**config.mk**
```make
export PLATFORM = sky130hd
export DESIGN_NAME = ctl_sseg_scan
export DESIGN_NICKNAME = d
export VERILOG_FILES = /design/src/rtl/ctl_sseg_scan.sv
export SDC_FILE = /design/constraint.sdc
export NUM_CORES = 1
export LEC_CHECK = 0
export BUFFER_PORTS_ARGS = -buffer_cell sky130_fd_sc_hd__buf_2
export CORE_UTILIZATION = 45
export CTS_BUF_LIST = sky130_fd_sc_hd__clkbuf_16
export DETAILED_ROUTE_END_ITERATION = 7
export GPL_TIMING_DRIVEN = 0
export HOLD_SLACK_MARGIN = 0.06
export PLACE_DENSITY_LB_ADDON = 0.2
export SETUP_SLACK_MARGIN = 0.3
export SLEW_MARGIN = 20
export SYNTH_ARGS = -nofsm -noshare
export SYNTH_HDL_FRONTEND = slang
export SYNTH_SLANG_ARGS = --single-unit
```
**constraint.sdc**
```tcl
create_clock -name clk -period 3.6 [get_ports clk]
set_input_delay 0 -clock clk [delete_from_list [all_inputs] [get_ports clk]]
set_output_delay 0 -clock clk [all_outputs]
set_load 0.01 [all_outputs]
```
**src/rtl/ctl_sseg_scan.sv**
```systemverilog
// Time-multiplexed 4-digit seven-segment scanner with frame-synchronous input
// shadowing, leading-zero blanking and whole-display blink. All outputs are registered.
module ctl_sseg_scan #(
  parameter int REFRESH_DIV = 100000,
  parameter int BLINK_DIV   = 25000000
) (
  input  logic       clk,
  input  logic       rst,
  input  logic [3:0] hex0,
  input  logic [3:0] hex1,
  input  logic [3:0] hex2,
  input  logic [3:0] hex3,
  input  logic [3:0] dp_in,
  input  logic       blank_lz,
  input  logic       blink_en,
  output logic [3:0] an,
  output logic [6:0] sseg,
  output logic       dp
);
  localparam int RCW = (REFRESH_DIV > 2) ? $clog2(REFRESH_DIV) : 1;
  localparam int BCW = (BLINK_DIV > 2) ? $clog2(BLINK_DIV) : 1;
  localparam logic [RCW-1:0] RC_MAX = RCW'(REFRESH_DIV - 1);
  localparam logic [BCW-1:0] BC_MAX = BCW'(BLINK_DIV - 1);

  logic [RCW-1:0]  rc_q, rc_d;
  logic [1:0]      idx_q, idx_d;
  logic [BCW-1:0]  bc_q, bc_d;
  logic            bp_q, bp_d;
  logic [3:0][3:0] hex_q, hex_d;
  logic [3:0]      dps_q, dps_d;
  logic            blz_q, blz_d;
  logic [3:0]      an_q, an_d;
  logic [6:0]      sseg_q, sseg_d;
  logic            dp_q, dp_d;

  logic            rc_wrap, frame, dark;
  logic [3:0]      blank;
  logic [3:0]      digit;

  function automatic logic [6:0] glyph(input logic [3:0] v);
    case (v)
      4'h0: glyph = 7'b1000000;
      4'h1: glyph = 7'b1111001;
      4'h2: glyph = 7'b0100100;
      4'h3: glyph = 7'b0110000;
      4'h4: glyph = 7'b0011001;
      4'h5: glyph = 7'b0010010;
      4'h6: glyph = 7'b0000010;
      4'h7: glyph = 7'b1111000;
      4'h8: glyph = 7'b0000000;
      4'h9: glyph = 7'b0010000;
      4'hA: glyph = 7'b0001000;
      4'hB: glyph = 7'b0000011;
      4'hC: glyph = 7'b1000110;
      4'hD: glyph = 7'b0100001;
      4'hE: glyph = 7'b0000110;
      default: glyph = 7'b0001110;
    endcase
  endfunction

  always_comb begin
    rc_wrap = (rc_q == RC_MAX);
    frame   = rc_wrap && (idx_q == 2'd3);
    rc_d    = rc_wrap ? '0 : rc_q + RCW'(1);
    idx_d   = rc_wrap ? idx_q + 2'd1 : idx_q;

    // Inputs only land at the frame boundary so a frame never shows mixed values.
    hex_d = frame ? {hex3, hex2, hex1, hex0} : hex_q;
    dps_d = frame ? dp_in : dps_q;
    blz_d = frame ? blank_lz : blz_q;

    bc_d = '0;
    bp_d = 1'b0;
    if (blink_en) begin
      bc_d = (bc_q == BC_MAX) ? '0 : bc_q + BCW'(1);
      bp_d = (bc_q == BC_MAX) ? ~bp_q : bp_q;
    end

    // A digit is leading-zero blanked only if it and every higher digit are zero.
    blank[3] = blz_q && (hex_q[3] == 4'h0);
    blank[2] = blank[3] && (hex_q[2] == 4'h0);
    blank[1] = blank[2] && (hex_q[1] == 4'h0);
    blank[0] = 1'b0;

    dark  = blink_en && bp_q;
    digit = hex_q[idx_q];

    an_d   = 4'hF;
    sseg_d = 7'h7F;
    dp_d   = 1'b1;
    if (!dark && !blank[idx_q]) begin
      an_d         = 4'hF;
      an_d[idx_q]  = 1'b0;
      sseg_d       = glyph(digit);
      dp_d         = ~dps_q[idx_q];
    end
  end

  always_ff @(posedge clk) begin
    if (rst) begin
      rc_q   <= '0;
      idx_q  <= '0;
      bc_q   <= '0;
      bp_q   <= 1'b0;
      hex_q  <= '0;
      dps_q  <= '0;
      blz_q  <= 1'b0;
      an_q   <= 4'hF;
      sseg_q <= 7'h7F;
      dp_q   <= 1'b1;
    end else begin
      rc_q   <= rc_d;
      idx_q  <= idx_d;
      bc_q   <= bc_d;
      bp_q   <= bp_d;
      hex_q  <= hex_d;
      dps_q  <= dps_d;
      blz_q  <= blz_d;
      an_q   <= an_d;
      sseg_q <= sseg_d;
      dp_q   <= dp_d;
    end
  end

  assign an   = an_q;
  assign sseg = sseg_q;
  assign dp   = dp_q;
endmodule

```
Yosys cells after proc, flatten, opt, wreduce, memory -nomap -nowiden. Memories as Yosys holds them, arrays and structs flattened. A register that Yosys moved wholly into a read port is not among the register bits. Cells that the tools add are included.

Register bits after elaboration: 71. Latch bits: 0. RAM bits: 0. Bits in read-only memories: 112. Input bits: 24. Output and inout port bits: 12. Logic and storage cells: 50. Memories kept: 1.

Add/sub/neg operators: 3. Multipliers: 0. Divide/modulo/power cells: 0. $lt $le $gt $ge: 2. Eq/ne operators: 3. Shift-type cells: 0. Muxes and demuxes: 8. Bitwise gates (word level): 5. Reduce and logical (&&, ||, !) cells: 16.

Memories: (no name shown) (depth 16, bits a word 7, read ports 1, clocked after Yosys merged registers in 1, wr ports 0, RTL line 41) `case (v)`.

Operators with widths (number): 25-bit by 1-bit adder with 25-bit output (second input constant) (1); 25-bit equality test (second input constant) (1); 17-bit by 1-bit adder with 17-bit output (second input constant) (1); 17-bit equality test (second input constant) (1); 4-bit logical NOT (3); 4-bit binary-select mux with 2-bit select (1); 1-bit logical AND (7); 2-bit OR reduction (3); 1-bit binary-select mux with 2-bit select (2); 4-bit 2-to-1 mux (1); 1-bit NOT (4); 4-bit NOT (1); 2-bit by 3-bit less-than comparator with 1-bit output (second input constant) (1); 1-bit 2-to-1 mux (3); 3-bit OR reduction (1); 2-bit by 1-bit adder with 2-bit output (second input constant) (1); 1-bit demux with 2-bit select (1); 2-bit equality test (second input constant) (1); 2-bit by 1-bit >= comparator with 1-bit output (second input constant) (1); 1-bit logical NOT (2).

Longest topological paths before layout. Gate-level depths: netlist of run 1.

Word-level depth: 10. Gate-level depth with buffers: 8. Gate-level depth less buffers: 7.

Least setup slack after synthesis of run 1. Ideal clock, no wire load.

Path type: register to register. Start: register idx_q[0]. End: register sseg_q[1] (netlist: sseg[1]). Library setup time: 0.129 ns. Data arrival time: 1.916 ns. Data required time: 3.471 ns. Path slack: 1.555 ns. Cell stages (with the launch flop): 9. Path buffers: 1. Clock period less this slack: 2.045 ns. Cells stage by stage: dfxtp_1 -> buf_2 -> mux4_2 -> inv_1 -> ha_1 -> nor2_1 -> o21ai_0 -> o21ai_0 -> nand2_1.

Word-level cells in the longest chain between the ends: 6. Elaborated cells on any way between the ends: 8. Those cells by class: 4 x mux; 1 x bitwise; 3 x reduce/logical.

RTL lines: from (decl) (RTL line 26) `logic [1:0] idx_q, idx_d;`; from (signal assigned) (RTL line 113) `idx_q <= idx_d;`; 1-bit binary-select mux with 2-bit select (RTL line 91) `if (!dark && !blank[idx_q]) begin`; 1-bit 2-to-1 mux (not written as such) (RTL line 91); 1-bit logical NOT (RTL line 91); 1-bit logical AND (RTL line 91); 1-bit NOT (no source line); 2-bit OR reduction (no source line); to (decl) (RTL line 33) `logic [6:0] sseg_q, sseg_d;`.

Several ways; a longest one is shown, not always the timed one. The select of a mux whose other input is x is not followed. A chain may end at the register's enable or synchronous reset.

Worst setup path after layout of run 1. Same ends and word-level chain as after synthesis.

==> impl_metrics.tcl, run 1 <==
set metrics [dict create \
    num_rows 31 \
    p_leak_nw 1.75 \
    rsz0062_at_grt "false" \
    via_count 2717 \
    synthTopCellsByArea "dfxtp_1, mux2i_1, nor2_1" \
    final_util_pct 58.5 \
    synthToLayoutAreaGrowth_pct 23.9 \
    dieArea_um2 8080 \
    dp.cells 500 \
    ys.flop_type "dfxtp_1" \
    design_area_um2 4310 \
    path_class "reg2reg" \
    hold_start "rst" \
    grt_pass1_vias 2654 \
    path_clk_slew_ns 0.06 \
    worstReg2RegStart "idx_q[0]" \
    holdWs_ns 0.108 \
    drc 0 \
    dpl_worst_slack_ns 1.31 \
    maxSlewHeadroom_pct 47.7 \
    grt-ovfl-total 0 \
    setup_tns_ns 0 \
    path_max_fanout 10 \
    synth_top_area_share_pct 44.9 \
    cts_buffers 9 \
    start_kind "register" \
    cp-end-kind "register" \
    antenna_left 0 \
    yosysMostFrequentCell "dfxtp_1" \
    drv_cap 0 \
    post_cts_buffers 0 \
    crit_arrival_ns 2.51 \
    synth-seq-cells 78 \
    finalMaxSlewViolations 0 \
    initial_core_util_pct 47.2 \
    status "complete, no violations" \
    wl_per_cell_um 13.3 \
    die-width_um 89.9 \
    port_buffers 35 \
    antenna_found_initial 0 \
    power.density_nw_per_um2 440 \
    grtUsageTotal_pct 18.8 \
    fin_nets 470 \
    hpwl_um 4850 \
    ys_top_cells_by_count "dfxtp_1, nor2_1, mux2i_1, xor2_1, nand2_1" \
    cts_sinks 78 \
    via_per_inst 5.06 \
    finalPower_mw 1.89 \
    setup_viol_count_final 0 \
    peakVddDrop_v 0.000264 \
    synth_cells 366 \
    yosysTopAreaCell "dfxtp_1" \
    hold_path.class "in2reg" \
    ys_types 43 \
    die_h_um 89.9 \
    avgSynthCellArea_um2 9.50 \
    netlist_area_um2 3480 \
    post-route-min-period_ns 2.31 \
    pin_count 36 \
    grt_max_degree 14 \
    r2r_slack_ns 1.29 \
    synthesis.nets 402 \
    fin_ws_ns 1.29 \
    first_pass_iters 4 \
    seq_area_frac_synth_pct 44.9 \
    holdPathStages 4 \
    rr_endpoint "sseg[1]" \
    place_area_um2 3780 \
    hold_end "rc_q[14]" \
    clk_latency_ns 0.33 \
    async_reset_ff_share_pct 0 \
    drt-initial-drc-count 67 \
    grt_pass1_wl_um 12200 \
    coreArea_um2 7370 \
    fmax_mhz 433 \
    fin_crit_sh_pct 64.1 \
    clk_path_buf_depth 2 \
    cts-root-buf "clkbuf_16" \
    cts_tree "yes" \
    worst_slew_pin_slew_ns 0.778 \
    r2r_cells 8 \
    synth_warnings 0 \
    finalHoldViolations 0 \
    htreeDepth 3 \
    wl_um 7140 \
    synth_edf_count 0 \
    skew_ns 0.00470 \
    crit_required_ns 3.80 \
    fin_cells 537 \
    diodes 0 \
    drive_above_1_share_pct 15.3 \
    place_congestion 0.836 \
]
-- where the power goes --
part / leakage, nW / internal, mW / switching [mW]
combinational: 0.972 / 0.0360 / 0.0306
sequential: 0.632 / 0.871 / 0.00491
clock: 0.149 / 0.603 / 0.349
total: 1.75 / 1.51 / 0.385
-- sequential cells by signal, indices dropped and copies added (netlist names) --
name and cells:
dps_q 4, bc_q 25, an 4, idx_q 2
bp_q 1, rc_q 17, dp 1, blz_q 1
sseg 7, hex_q 16
-- cell type report --
class,instances,area [um2]
buffer,13,72.6
clock buffer,9,225
clock inverter,6,87.6
fill,651,3060
inverter,9,33.8
multi-input combinational,266,1810
sequential,78,1560
tap,99,124
timing repair buffer,57,395
-- worst max-delay path by stage --
stage	start	to	slack (ns)	cells after the start
2_1_floorplan	idx_q[0]	sseg[1]	1.55	8
6_report	idx_q[0]	sseg[1]	1.29	8
4_1_cts	idx_q[0]	sseg[1]	1.29	8
3_3_place_gp	idx_q[0]	sseg[1]	1.34	8
3_5_place_dp	idx_q[0]	sseg[1]	1.31	8
5_1_grt	idx_q[0]	sseg[1]	1.15	8
-- cell usage in the layout (no fill, tap or decap), types with 2 or more instances in the layout --
master,instances
a211oi_1,2
a21oi_1,6
and2_1,3
and3_1,9
and4_1,2
buf_2,39
buf_6,2
bufinv_16,2
clkbuf_1,6
clkbuf_16,9
clkinvlp_4,2
dfxtp_1,78
dlygate4sd3_1,22
ha_1,12
inv_1,9
mux2_2,2
mux2i_1,28
mux4_2,4
nand2_1,25
nand3_1,15
nand4_1,14
nand4b_1,2
nor2_1,69
nor3_1,4
nor4_1,3
o21ai_0,4
o21ai_1,2
o221ai_1,3
or3_1,2
or4b_1,2
xnor2_1,13
xor2_1,27
-- critical path: stages, from the launching register on --
cell,delay (ns)
dfxtp_1,0.46
buf_2,0.34
mux4_2,0.64
inv_1,0.14
ha_1,0.24
nor2_1,0.14
o21ai_0,0.08
o21ai_0,0.07
nand2_1,0.06
-- timing repair --
item	4_1_cts	5_1_grt
hold buffers	22	0
endpoints found under the hold margin	24	0
setup endpoints to repair	0	0
resized for setup	0	0
-- cell families (layout without fill, tap and decap cells) --
group | after synthesis | count (layout) | synth area share (%)
xor+xnor | 40 | 40 | 10.1
flops | 78 | 78 | 44.9
fa+ha+maj | 12 | 12 | 4.32
simple gates | 160 | 160 | 22.8
compound gates | 20 | 20 | 3.53
buf+inv | 22 | 94 | 3.06
mux | 34 | 34 | 11.3
-- per-layer routing --
metal  vias to the layer above  track usage, %  part of all wire (%)
met1                      1258            23.5                    47
met5                         -               0                     0
met4                         0            10.1                   2.1
met2                        54            30.9                    48
li1                       1393               -                     -
met3                        12            3.30                   3.1
Power figures use the tool's default switching activity.
==> inputs of run 2 (changes only) <==
Clock period 3.6 ns to 1.96 ns, I/O delays scaled along.
==> impl_metrics.tcl, run 2 (same netlist as run 1, synthesis figures left out) <==
set metrics [dict create \
    top_usage_layer "met2" \
    skew_ns 0.00571 \
    fin_crit_sh_pct 96.9 \
    drc 0 \
    grt.met2_usage_pct 35.8 \
    multi_input_area_um2 2180 \
    cp-end-kind "register" \
    coreArea_um2 7370 \
    crit_arrival_ns 2.10 \
    synthToLayoutAreaGrowth_pct 49.0 \
    place_congestion 0.834 \
    cp.depth 8 \
    wl_per_cell_um 15.3 \
    drv_cap 0 \
    final_common_cell "dfxtp_1" \
    hpwl_um 4860 \
    grt_pass1_wl_um 13500 \
    nFillCells 516 \
    dp.cells 500 \
    drive_above_1_share_pct 38.8 \
    diodes 0 \
    antenna_left 0 \
    peakVddDrop_v 0.000455 \
    clk_latency_ns 0.33 \
    cts_buffers 9 \
    setup.worst_path.start "rc_q[0]" \
    grt_max_degree 14 \
    grt_pass1_vias 2916 \
    dieArea_um2 8080 \
    clk_path_buf_depth 2 \
    rsz0062_at_grt "true" \
    cts_sinks 78 \
    status "complete, no violations" \
    worst_slew_pin_slew_ns 0.498 \
    wl_um 8850 \
    die-width_um 89.9 \
    grt_util_met1_pct 24.8 \
    crit_required_ns 2.16 \
    grtUsageTotal_pct 20.9 \
    crit_family "simple AND/OR/NAND/NOR gates" \
    post-route-min-period_ns 1.90 \
    num_rows 31 \
    rr_endpoint "hex_q[7]" \
    worstReg2RegStart "rc_q[0]" \
    crit_chain "ha_4 > nand4_1 > nor4_4 > buf_4 > nand2_8 > clkbuf_16 > mux2i_1 > nor2_1" \
    holdWs_ns 0.174 \
    finalPower_mw 3.31 \
    first_pass_iters 5 \
    path_class "reg2reg" \
    final_util_pct 70.3 \
    grtUsageMet3_pct 3.98 \
    via_count 3013 \
    largest_register "bc_q" \
    regArea_um2 1580 \
    cts_tree "yes" \
    path_max_fanout 5 \
    fin_cells 579 \
    dpl_worst_slack_ns -0.0923 \
    hold_path.class "in2reg" \
    drt-initial-drc-count 90 \
    r2r_cells 8 \
    setup_viol_count_final 0 \
    fin_nets 511 \
    critPathMaxStageDelay_ns 0.38 \
    finalHoldViolations 0 \
    crit_path_top_delay_cell "dfxtp_4" \
    fin_ws_ns 0.0603 \
    path_clk_slew_ns 0.06 \
    antenna_found_initial 0 \
    worst-path-buf-inv 2 \
    port_buffers 35 \
    largest_reg_flops 25 \
    r2r_slack_ns 0.06 \
    pin_count 36 \
    initial_core_util_pct 47.2 \
    cts-root-buf "clkbuf_16" \
    start_kind "register" \
    maxSlewHeadroom_pct 66.8 \
    finalMaxSlewViolations 0 \
    final_cell_mix "dfxtp_1, nor2_1, buf_2, mux2i_1, xor2_1" \
    die_h_um 89.9 \
    via_per_inst 5.20 \
    htreeDepth 3 \
    reg_top3 "bc_q (25), rc_q (17), hex_q (16)" \
    fmax_mhz 526 \
    grt-ovfl-total 0 \
    critPathCapture "hex_q[7]" \
    p_leak_nw 2.09 \
    power.density_nw_per_um2 639 \
]
[run 2: cell types whose count changed in the layout (fill, tap and decap cells not counted), moves of 6 or more]
cell / previous run / this run
buf_12: 0 / 6
buf_4: 1 / 25
buf_6: 2 / 10
dfxtp_1: 78 / 68
dfxtp_2: 0 / 6
ha_1: 12 / 6
nor2_1: 69 / 37
nor2_2: 0 / 21
nor2_4: 0 / 11
[run 2: how the worst min path moves through the flow]
stage	start	end	slack, ns	cells after the start
finish	rst	rc_q[14]	0.17	5
global route	rst	rc_q[14]	0.20	5
CTS	rst	rc_q[14]	0.14	5
detailed placement	hex0[2]	hex_q[2]	0.24	3
global placement	hex1[1]	hex_q[5]	0.23	3
floorplan	blank_lz	blz_q	0.14	2
[run 2: what timing repair did]
item | 4_1_cts | 5_1_grt
cloned | 3 | 3
pin swaps | 32 | 30
buffers inserted | 23 | 12
endpoints found under the hold margin | 24 | 0
hold buffers | 22 | 0
endpoints found under the setup margin | 74 | 76
resized for setup | 58 | 70
[run 2: power by group]
| group | switching, mW | total, mW | internal, mW |
|---|---|---|---|
| Clock | 0.655 | 1.50 | 0.847 |
| Sequential | 0.0121 | 1.61 | 1.60 |
| Combinational | 0.0845 | 0.200 | 0.115 |
| Total | 0.751 | 3.31 | 2.56 |
[run 2: area by class of cell]
class                           instances  area share [%]
Multi-Input combinational cell        266            42.2
Sequential cell                        78            30.6
Timing Repair Buffer                   98            16.1
Clock buffer                            9            4.35
Buffer                                 13            2.87
Tap cell                               99            2.39
Clock inverter                          7           0.821
Inverter                                9           0.749
[run 2: worst register-to-register path, delay by kind of cell, from the launching register on]
family | cells | cell delay, ns
adders and majority gates | 1 | 0.15
buffers and inverters | 2 | 0.38
DFF | 1 | 0.38
muxes | 1 | 0.20
and+or+nand+nor | 4 | 0.67
[run 2: layer usage]
layer,vias up,wire length (um)
met2,82,4510
met5,-,0
li1,1486,-
met4,0,223
met3,18,294
met1,1427,3820
[run 2: through the flow]
step / instance area, um2 / setup TNS [ns]
global route: 5180 / -0.0516
detailed placement: 3800 / -0.241
finish: 5180 / 0
floorplan: 3500 / 0
global placement: 3800 / -0.222
CTS: 4770 / 0
